### src/rtl/cache_ctrl_if.sv
`default_nettype none
// ============================================================================
// Module   : cache_ctrl_if
// Brief    : Bus bundle for cache_ctrl: CPU request/response channel, cache
//            array port and handshaked backing-memory port.
//            master = controller side, slave = environment side
//            (CPU, cache array and memory).
// Revision : 1.0 - initial release
// ============================================================================
interface cache_ctrl_if #(
    parameter int ADDR_W = 16,
    parameter int DATA_W = 16
);
    // CPU channel
    logic              cpu_req;
    logic              cpu_we;
    logic [ADDR_W-1:0] cpu_addr;
    logic [DATA_W-1:0] cpu_wdata;
    logic              cpu_ready;
    logic              cpu_rvalid;
    logic [DATA_W-1:0] cpu_rdata;

    // Cache array port
    logic [ADDR_W-1:0] c_addr;
    logic              c_write;
    logic [DATA_W-1:0] c_data_in;
    logic [DATA_W-1:0] c_found;
    logic              c_hit;

    // Backing memory port
    logic              mem_req;
    logic              mem_we;
    logic [ADDR_W-1:0] mem_addr;
    logic [DATA_W-1:0] mem_wdata;
    logic              mem_ack;
    logic [DATA_W-1:0] mem_rdata;

    modport master (
        input  cpu_req, cpu_we, cpu_addr, cpu_wdata,
        output cpu_ready, cpu_rvalid, cpu_rdata,
        output c_addr, c_write, c_data_in,
        input  c_found, c_hit,
        output mem_req, mem_we, mem_addr, mem_wdata,
        input  mem_ack, mem_rdata
    );

    modport slave (
        output cpu_req, cpu_we, cpu_addr, cpu_wdata,
        input  cpu_ready, cpu_rvalid, cpu_rdata,
        input  c_addr, c_write, c_data_in,
        output c_found, c_hit,
        input  mem_req, mem_we, mem_addr, mem_wdata,
        output mem_ack, mem_rdata
    );
endinterface
`default_nettype wire

### src/rtl/cache_ctrl.sv
`default_nettype none
// ============================================================================
// Module   : cache_ctrl
// Brief    : Single-outstanding sequencer between a CPU, a cache array and a
//            handshaked backing memory. Reads look up the cache and fill on a
//            miss; writes are write-through with write-allocate. Saturating
//            read hit/miss counters.
// Revision : 1.0 - initial release
// ============================================================================
module cache_ctrl #(
    parameter int ADDR_W        = 16,
    parameter int DATA_W        = 16,
    parameter int LOOKUP_CYCLES = 2
) (
    input  logic         clk,
    input  logic         rst,
    cache_ctrl_if.master bus,
    output logic [15:0]  hit_cnt,
    output logic [15:0]  miss_cnt
);

    typedef enum logic [2:0] {
        S_IDLE   = 3'd0,
        S_LOOKUP = 3'd1,
        S_MEM_RD = 3'd2,
        S_FILL   = 3'd3,
        S_MEM_WR = 3'd4,
        S_RESP   = 3'd5
    } state_t;

    // Lookup counter value on the cycle whose closing edge samples c_hit.
    localparam logic [2:0]  LK_LAST = 3'(LOOKUP_CYCLES - 1);
    localparam logic [15:0] CNT_MAX = 16'hFFFF;

    // Lookup counter is 3 bits wide, so the legal range is 1..7.
    if (LOOKUP_CYCLES < 1 || LOOKUP_CYCLES > 7) begin : g_bad_lookup_cycles
        $error("cache_ctrl: LOOKUP_CYCLES must be in 1..7");
    end

    state_t            state_q,      state_d;
    logic [ADDR_W-1:0] addr_q,       addr_d;
    logic              we_q,         we_d;
    logic [DATA_W-1:0] wdata_q,      wdata_d;
    logic [DATA_W-1:0] data_q,       data_d;
    logic [2:0]        lk_cnt_q,     lk_cnt_d;
    logic              cpu_rvalid_q, cpu_rvalid_d;
    logic [DATA_W-1:0] cpu_rdata_q,  cpu_rdata_d;
    logic [ADDR_W-1:0] c_addr_q,     c_addr_d;
    logic              c_write_q,    c_write_d;
    logic [DATA_W-1:0] c_data_in_q,  c_data_in_d;
    logic              mem_req_q,    mem_req_d;
    logic              mem_we_q,     mem_we_d;
    logic [ADDR_W-1:0] mem_addr_q,   mem_addr_d;
    logic [DATA_W-1:0] mem_wdata_q,  mem_wdata_d;
    logic [15:0]       hit_cnt_q,    hit_cnt_d;
    logic [15:0]       miss_cnt_q,   miss_cnt_d;

    // Next-state and next-output logic; every output is computed one cycle
    // ahead so that it appears registered in the state it belongs to.
    always_comb begin
        state_d      = state_q;
        addr_d       = addr_q;
        we_d         = we_q;
        wdata_d      = wdata_q;
        data_d       = data_q;
        lk_cnt_d     = lk_cnt_q;
        cpu_rvalid_d = 1'b0;
        cpu_rdata_d  = cpu_rdata_q;
        c_addr_d     = c_addr_q;
        c_write_d    = 1'b0;
        c_data_in_d  = c_data_in_q;
        mem_req_d    = mem_req_q;
        mem_we_d     = mem_we_q;
        mem_addr_d   = mem_addr_q;
        mem_wdata_d  = mem_wdata_q;
        hit_cnt_d    = hit_cnt_q;
        miss_cnt_d   = miss_cnt_q;

        case (state_q)
            S_IDLE: begin
                if (bus.cpu_req) begin
                    addr_d  = bus.cpu_addr;
                    we_d    = bus.cpu_we;
                    wdata_d = bus.cpu_wdata;
                    if (bus.cpu_we) begin
                        // Write-allocate: update the cache first, then memory.
                        state_d     = S_FILL;
                        data_d      = bus.cpu_wdata;
                        c_addr_d    = bus.cpu_addr;
                        c_write_d   = 1'b1;
                        c_data_in_d = bus.cpu_wdata;
                    end else begin
                        state_d  = S_LOOKUP;
                        c_addr_d = bus.cpu_addr;
                        lk_cnt_d = 3'd0;
                    end
                end
            end

            S_LOOKUP: begin
                if (lk_cnt_q == LK_LAST) begin
                    if (bus.c_hit) begin
                        state_d      = S_RESP;
                        data_d       = bus.c_found;
                        cpu_rvalid_d = 1'b1;
                        cpu_rdata_d  = bus.c_found;
                        if (hit_cnt_q != CNT_MAX) begin
                            hit_cnt_d = hit_cnt_q + 16'd1;
                        end
                    end else begin
                        // c_found carries the miss sentinel here; drop it.
                        state_d    = S_MEM_RD;
                        mem_req_d  = 1'b1;
                        mem_we_d   = 1'b0;
                        mem_addr_d = addr_q;
                        if (miss_cnt_q != CNT_MAX) begin
                            miss_cnt_d = miss_cnt_q + 16'd1;
                        end
                    end
                end else begin
                    lk_cnt_d = lk_cnt_q + 3'd1;
                end
            end

            S_MEM_RD: begin
                if (bus.mem_ack) begin
                    state_d     = S_FILL;
                    mem_req_d   = 1'b0;
                    data_d      = bus.mem_rdata;
                    c_addr_d    = addr_q;
                    c_write_d   = 1'b1;
                    c_data_in_d = bus.mem_rdata;
                end
            end

            S_FILL: begin
                if (we_q) begin
                    state_d     = S_MEM_WR;
                    mem_req_d   = 1'b1;
                    mem_we_d    = 1'b1;
                    mem_addr_d  = addr_q;
                    mem_wdata_d = wdata_q;
                end else begin
                    state_d      = S_RESP;
                    cpu_rvalid_d = 1'b1;
                    cpu_rdata_d  = data_q;
                end
            end

            S_MEM_WR: begin
                if (bus.mem_ack) begin
                    state_d      = S_RESP;
                    mem_req_d    = 1'b0;
                    cpu_rvalid_d = 1'b1;
                    cpu_rdata_d  = wdata_q;
                end
            end

            S_RESP: begin
                state_d = S_IDLE;
            end

            default: begin
                state_d   = S_IDLE;
                mem_req_d = 1'b0;
            end
        endcase
    end

    // State and output registers with synchronous reset; reset also aborts
    // any in-flight transaction.
    always_ff @(posedge clk) begin
        if (rst) begin
            state_q      <= S_IDLE;
            addr_q       <= '0;
            we_q         <= 1'b0;
            wdata_q      <= '0;
            data_q       <= '0;
            lk_cnt_q     <= 3'd0;
            cpu_rvalid_q <= 1'b0;
            cpu_rdata_q  <= '0;
            c_addr_q     <= '0;
            c_write_q    <= 1'b0;
            c_data_in_q  <= '0;
            mem_req_q    <= 1'b0;
            mem_we_q     <= 1'b0;
            mem_addr_q   <= '0;
            mem_wdata_q  <= '0;
            hit_cnt_q    <= 16'd0;
            miss_cnt_q   <= 16'd0;
        end else begin
            state_q      <= state_d;
            addr_q       <= addr_d;
            we_q         <= we_d;
            wdata_q      <= wdata_d;
            data_q       <= data_d;
            lk_cnt_q     <= lk_cnt_d;
            cpu_rvalid_q <= cpu_rvalid_d;
            cpu_rdata_q  <= cpu_rdata_d;
            c_addr_q     <= c_addr_d;
            c_write_q    <= c_write_d;
            c_data_in_q  <= c_data_in_d;
            mem_req_q    <= mem_req_d;
            mem_we_q     <= mem_we_d;
            mem_addr_q   <= mem_addr_d;
            mem_wdata_q  <= mem_wdata_d;
            hit_cnt_q    <= hit_cnt_d;
            miss_cnt_q   <= miss_cnt_d;
        end
    end

    assign bus.cpu_ready  = (state_q == S_IDLE);
    assign bus.cpu_rvalid = cpu_rvalid_q;
    assign bus.cpu_rdata  = cpu_rdata_q;
    assign bus.c_addr     = c_addr_q;
    assign bus.c_write    = c_write_q;
    assign bus.c_data_in  = c_data_in_q;
    assign bus.mem_req    = mem_req_q;
    assign bus.mem_we     = mem_we_q;
    assign bus.mem_addr   = mem_addr_q;
    assign bus.mem_wdata  = mem_wdata_q;
    assign hit_cnt        = hit_cnt_q;
    assign miss_cnt       = miss_cnt_q;

endmodule
`default_nettype wire

### src/flat_wrapper.sv
// flat-port wrapper written by rule: the top's interface ports become plain ports
module cache_ctrl_flat 
#(
    parameter int ADDR_W        = 16,
    parameter int DATA_W        = 16,
    parameter int LOOKUP_CYCLES = 2
)
  (clk, rst, hit_cnt, miss_cnt, bus_cpu_req, bus_cpu_we, bus_cpu_addr, bus_cpu_wdata, bus_cpu_ready, bus_cpu_rvalid, bus_cpu_rdata, bus_c_addr, bus_c_write, bus_c_data_in, bus_c_found, bus_c_hit, bus_mem_req, bus_mem_we, bus_mem_addr, bus_mem_wdata, bus_mem_ack, bus_mem_rdata);
  cache_ctrl_if #(.ADDR_W(ADDR_W), .DATA_W(DATA_W)) bus_i ();
  input  logic clk;
  input  logic rst;
  output logic [15:0] hit_cnt;
  output logic [15:0] miss_cnt;
  input wire logic [$bits(bus_i.cpu_req)-1:0] bus_cpu_req;
  input wire logic [$bits(bus_i.cpu_we)-1:0] bus_cpu_we;
  input wire logic [$bits(bus_i.cpu_addr)-1:0] bus_cpu_addr;
  input wire logic [$bits(bus_i.cpu_wdata)-1:0] bus_cpu_wdata;
  output wire logic [$bits(bus_i.cpu_ready)-1:0] bus_cpu_ready;
  output wire logic [$bits(bus_i.cpu_rvalid)-1:0] bus_cpu_rvalid;
  output wire logic [$bits(bus_i.cpu_rdata)-1:0] bus_cpu_rdata;
  output wire logic [$bits(bus_i.c_addr)-1:0] bus_c_addr;
  output wire logic [$bits(bus_i.c_write)-1:0] bus_c_write;
  output wire logic [$bits(bus_i.c_data_in)-1:0] bus_c_data_in;
  input wire logic [$bits(bus_i.c_found)-1:0] bus_c_found;
  input wire logic [$bits(bus_i.c_hit)-1:0] bus_c_hit;
  output wire logic [$bits(bus_i.mem_req)-1:0] bus_mem_req;
  output wire logic [$bits(bus_i.mem_we)-1:0] bus_mem_we;
  output wire logic [$bits(bus_i.mem_addr)-1:0] bus_mem_addr;
  output wire logic [$bits(bus_i.mem_wdata)-1:0] bus_mem_wdata;
  input wire logic [$bits(bus_i.mem_ack)-1:0] bus_mem_ack;
  input wire logic [$bits(bus_i.mem_rdata)-1:0] bus_mem_rdata;
  assign bus_i.cpu_req = bus_cpu_req;
  assign bus_i.cpu_we = bus_cpu_we;
  assign bus_i.cpu_addr = bus_cpu_addr;
  assign bus_i.cpu_wdata = bus_cpu_wdata;
  assign bus_cpu_ready = bus_i.cpu_ready;
  assign bus_cpu_rvalid = bus_i.cpu_rvalid;
  assign bus_cpu_rdata = bus_i.cpu_rdata;
  assign bus_c_addr = bus_i.c_addr;
  assign bus_c_write = bus_i.c_write;
  assign bus_c_data_in = bus_i.c_data_in;
  assign bus_i.c_found = bus_c_found;
  assign bus_i.c_hit = bus_c_hit;
  assign bus_mem_req = bus_i.mem_req;
  assign bus_mem_we = bus_i.mem_we;
  assign bus_mem_addr = bus_i.mem_addr;
  assign bus_mem_wdata = bus_i.mem_wdata;
  assign bus_i.mem_ack = bus_mem_ack;
  assign bus_i.mem_rdata = bus_mem_rdata;
  cache_ctrl #(.ADDR_W(ADDR_W), .DATA_W(DATA_W), .LOOKUP_CYCLES(LOOKUP_CYCLES)) u_core (.clk(clk), .rst(rst), .bus(bus_i), .hit_cnt(hit_cnt), .miss_cnt(miss_cnt));
endmodule
### config.mk
export PLATFORM = sky130hd
export DESIGN_NAME = cache_ctrl_flat
export DESIGN_NICKNAME = d
export VERILOG_FILES = /design/src/rtl/cache_ctrl_if.sv /design/src/rtl/cache_ctrl.sv /design/src/flat_wrapper.sv
export SDC_FILE = /design/constraint.sdc
export NUM_CORES = 1
export LEC_CHECK = 0
export CORE_MARGIN = 1.5
export CORE_UTILIZATION = 45
export DETAILED_ROUTE_END_ITERATION = 16
export MAX_ROUTING_LAYER = met4
export PLACE_DENSITY = 0.71
export SLEW_MARGIN = 25
export SYNTH_ARGS = -nofsm -noshare
export SYNTH_HDL_FRONTEND = slang
export SYNTH_SLANG_ARGS = --single-unit
export TNS_END_PERCENT = 30
### constraint.sdc
create_clock -name clk -period 2.9 [get_ports clk]
set_input_delay 0.58 -clock clk [delete_from_list [all_inputs] [get_ports clk]]
set_output_delay 0.58 -clock clk [all_outputs]
set_load 0.05 [all_outputs]
==> qor.yml, run 1 <==
crit_fanout: 17
drtAntennaViolNets: 0
setup_ws_ns: 0.188
clock_latency_ns: 0.42
die_y_um: 137
slew_violations: 0
p_clk_frac: 0.338
start_util: 0.464
fp.dieW_um: 137
rows: 48
reg2reg_setup_slack_ns: 0.62
yosysSeqAreaShare: 0.424
critPathLaunchType: "flip-flop"
wl_per_cell_um: 17.0
hold_path_class: "reg2reg"
final_cell_mix: "nand2_1, clkdlybuf4s50_1, dfxtp_1, nor2_1, a21oi_1"
pre_cts_ws_ns: 0.487
clock_path_buffers: 2
dpl.hpwl_um: 16200
via_per_inst: 5.48
cts_tree: "done"
core-area_mm2: 0.0174
routed_wirelength_um: 22800
outcome: "finished, final reports clean"
grtUsageTotal: 0.249
die_area_mm2: 0.0188
synthCells: 950
drt_iter0_drc: 552
htree_num_levels: 4
seqPwrFrac: 0.380
hold_viol_final: 0
syn_area_mm2: 0.00807
dr.pass1.iters: 5
cts_buffers: 17
synth_flop_cell: "dfxtp_1"
clock_sinks: 171
vias: 7360
fin_nets: 1178
final_cells: 1342
layout_commonest_cell: "nand2_1"
first_global_vias: 6657
grt_overflow: 0
fmax_ghz: 0.369
ys_types: 66
p_int_w: 0.00474
synth_nets: 1024
io_pins: 187
synth_area_per_cell_um2: 8.50
antenna_found_initial: 0
clk_pin_slew_worst_paths_ns: 0.07
max-cap-violations: 0
maxSlewHeadroom: 0.381
grt_pass1_wl_um: 35400
port_buffers: 186
netSwitchingFraction: 0.341
drc: 0
synthTopCellsByArea: "dfxtp_1, nand2_1, a21oi_1"
fin_skew_ns: 0.00903
hold_path_end: "u_core.bus.mem_wdata[7]"
timing.rr.end: "u_core.bus.c_data_in[14]"
post-cts-setup-buffers: 0
rr_startpoint: "u_core.state_q[0]"
cts_resized: 0
synth-seq-cells: 171
grt_max_degree: 81
ir_drop_mv: 0.481
powerDensity_mw_per_mm2: 672
diodes: 0
combPwrFrac: 0.281
p_leak_nw: 3.73
layout-drive-gt1-share: 0.0913
finalSetupViolations: 0
gp_congestion: 0.923
ys_warn_count: 0
switchingPower_w: 0.00245
r2r_cells: 5
min_path_cells: 2
critPathCaptureType: "output pin"
hold_start: "u_core.bus.mem_wdata[7]"
area_growth_pct: 32.4
fin_tns_setup_ns: 0
crit_type: "reg2out"
synthArstFlopShare: 0
dp_cells: 1310
postCtsHoldBufs: 0
synth_top_area_share: 0.424
tightest_slew_ns: 0.929
synth.largest_area_cell: "dfxtp_1"
rsz0062_at_grt: "no"
synth_edf_count: 0
period_needed_ns: 2.71
worstPathArrival_ns: 2.13
fin_crit_sh: 0.935
cts_root_buffer: "clkbuf_16"
required_ns: 2.32
[state kept, by name, indices dropped and copies added, names as in the netlist]
name / cells
u_core.addr_q: 16
u_core.bus.c_addr: 16
u_core.bus.c_data_in: 16
u_core.bus.c_write: 1
u_core.bus.cpu_rdata: 16
u_core.bus.cpu_rvalid: 1
u_core.bus.mem_addr: 16
u_core.bus.mem_req: 1
u_core.bus.mem_wdata: 16
u_core.bus.mem_we: 1
u_core.data_q: 16
u_core.hit_cnt: 16
u_core.lk_cnt_q: 3
u_core.miss_cnt: 16
u_core.state_q: 3
u_core.wdata_q: 16
u_core.we_q: 1
[metrics by stage]
step           area [um^2]  power [W]  hold slack, ns  utilization
4_1_cts              10700    0.00722           0.455        0.614
2_1_floorplan         8070    0.00417           0.445            -
3_5_place_dp         10100    0.00479           0.445        0.578
5_1_grt              10700    0.00751           0.469        0.614
3_3_place_gp         10100    0.00477           0.438        0.578
6_report             10700    0.00719           0.453        0.614
[final cells by class]
class                           count  area [um^2]
Inverter                            5         18.8
Clock buffer                       19          453
Clock inverter                     13          178
Fill cell                        1576         6730
Multi-Input combinational cell    701         4290
Sequential cell                   171         3420
Tap cell                          225          282
Timing Repair Buffer              208         2050
[worst max-delay path by stage]
stage / from / depth (start not counted) / endpoint
finish: u_core.state_q[0] / 3 / bus_cpu_ready
CTS: u_core.state_q[0] / 3 / bus_cpu_ready
global route: u_core.state_q[0] / 3 / bus_cpu_ready
floorplan: u_core.state_q[2] / 4 / bus_cpu_ready
detailed placement: bus_c_hit / 6 / u_core.miss_cnt[11]
global placement: bus_c_hit / 6 / u_core.miss_cnt[11]
[synth_stat cells, types with 6 or more instances]
cell type,instances
a211oi_1,35
a21oi_1,94
a22o_1,26
a22oi_1,16
a311oi_1,16
a311oi_2,16
buf_2,23
clkbuf_1,41
dfxtp_1,171
mux2i_1,34
nand2_1,190
nand3_1,12
nand3b_1,8
nand4_1,10
nor2_1,106
nor3_1,17
nor3b_1,17
o21ai_0,6
xnor2_1,26
[kinds of logic (layout without fill, tap and decap cells)]
group	after synthesis	count (layout)	synth area share
compound gates	225	225	0.203
xor+xnor	27	27	0.0293
fa+ha+maj	4	4	0.00620
buf+inv	78	245	0.0459
flops	171	171	0.424
mux	35	35	0.0435
simple gates	410	410	0.249
[power groups by stage]
stage	clock network, W	registers, W	logic (W)
after floorplan	0	0.00319	0.000982
after global placement	0	0.00278	0.00199
after detailed placement	0	0.00278	0.00201
after CTS	0.00247	0.00273	0.00202
after global routing	0.00257	0.00276	0.00218
final	0.00243	0.00273	0.00202
[layer usage]
layer	wire length (um)	share of wire	global-route usage	vias to the layer above
li1	-	-	-	3679
met1	10600	0.47	0.343	3412
met2	9760	0.43	0.349	242
met3	1950	0.086	0.0711	27
met4	424	0.019	0.0813	0
met5	0	0	-	-
[critical path, stage by stage (launching register included)]
cell,delay (ns)
dfxtp_1,0.36
buf_4,0.21
nor3_1,0.27
clkdlybuf4s50_1,0.86
(Power assumes the default switching activity.)
==> inputs of run 2 (changes only) <==
GPL_TIMING_DRIVEN = 0   (was not set)
clock period = 3.1 ns   (was 2.9 ns; I/O delays follow)
==> qor.yml, run 2 (synthesized netlist as in run 1, its figures left out) <==
clock_sinks: 171
cts_buffers: 17
required_ns: 2.48
post-route-util: 0.619
clk_pin_slew_worst_paths_ns: 0.06
clock_path_buffers: 2
vias: 7694
drt_iter0_drc: 648
worstPathArrival_ns: 2.15
grt_overflow: 0
layout-drive-gt1-share: 0.0917
period_needed_ns: 2.77
via_per_inst: 5.53
cts_tree: "done"
port_buffers: 186
dr.pass1.iters: 6
dp_cells: 1361
fin_nets: 1228
p_leak_nw: 3.79
grtUsageTotal: 0.277
ir_drop_mv: 0.517
final_cell_mix: "nand2_1, clkdlybuf4s50_1, dfxtp_1, nor2_1, a21oi_1"
maxSlewHeadroom: 0.486
drtAntennaViolNets: 0
wl_per_cell_um: 18.1
antenna_found_initial: 0
crit_fanout: 19
cts_root_buffer: "clkbuf_16"
outcome: "finished, final reports clean"
routed_wirelength_um: 25200
start_util: 0.464
crit_type: "reg2out"
hold_path_class: "reg2reg"
rsz0062_at_grt: "no"
die_y_um: 137
clock_latency_ns: 0.44
io_pins: 187
fin_skew_ns: 0.00643
powerDensity_mw_per_mm2: 613
layout_commonest_cell: "nand2_1"
fmax_ghz: 0.361
final_cells: 1392
core-area_mm2: 0.0174
hold_viol_final: 0
post-cts-setup-buffers: 0
gp_congestion: 0.979
rows: 48
grt_max_degree: 17
fin_crit_sh: 0.894
max-cap-violations: 0
tightest_slew_ns: 0.765
drc: 0
diodes: 0
fp.dieW_um: 137
grt_pass1_wl_um: 38400
slew_violations: 0
total_power_w: 0.00661
finalSetupViolations: 0
first_global_vias: 6931
area_growth_pct: 33.6
die_area_mm2: 0.0188
critPathCaptureType: "output pin"
fin_tns_setup_ns: 0
htree_num_levels: 4
dpl.hpwl_um: 19200
critPathLaunchType: "flip-flop"
run 2: changes by cell type in the layout (fill, tap and decap cells not counted), sizes merged:
cell and change:
clkinvlp +1, dlygate4sd2 +1, clkbuf +42, bufinv -2, inv -2, buf +9
clkinv +1
run 2: what timing repair did:
item	in CTS	in global routing
setup endpoints to repair	1	1
gates resized for setup	1	0
gates cloned	0	0
hold buffers	0	0
run 2: area by class of cell:
cell class / instances / area [um^2]
buffer: 72 / 348
clock buffer: 21 / 460
timing repair buffer: 186 / 1860
sequential: 171 / 3420
multi-input combinational: 701 / 4280
tap: 225 / 282
clock inverter: 11 / 111
inverter: 5 / 18.8
fill: 1569 / 6630
run 2: path summary, 6_finish.rpt:
check / from / to / slack, ns / cells after the start
max: u_core.state_q[2] / bus_cpu_ready / 0.33 / 4
max reg2reg: u_core.state_q[2] / u_core.bus.cpu_rdata[6] / 0.96 / 5
min reg2reg: u_core.bus.mem_wdata[4] / u_core.bus.mem_wdata[4] / 0.46 / 2
min: u_core.bus.mem_wdata[4] / u_core.bus.mem_wdata[4] / 0.46 / 2
run 2: power by group:
| part | switching [W] | internal (W) | total (W) |
|---|---|---|---|
| registers | 0.000155 | 0.00241 | 0.00257 |
| clock network | 0.000924 | 0.00116 | 0.00209 |
| logic | 0.00126 | 0.000702 | 0.00196 |
run 2: metal layers:
layer,vias up,track usage,wire length [um]
met5,-,-,0
met4,0,0.0643,311
met2,326,0.409,11300
met1,3566,0.368,11200
met3,25,0.0893,2420
li1,3777,-,-
run 2: metrics by stage:
step	hold WS, ns	area, um^2	setup slack, ns
2_1_floorplan	0.445	8070	0.479
5_1_grt	0.474	10800	0.234
4_1_cts	0.461	10800	0.0399
3_5_place_dp	0.444	10200	0.0822
3_3_place_gp	0.439	10200	0.130
6_report	0.456	10800	0.327
run 2: worst max-delay path: stages (launching register included):
cell	delay (ns)
dfxtp_1	0.49
buf_2	0.32
buf_2	0.34
nor3_1	0.12
dlygate4sd2_1	0.44
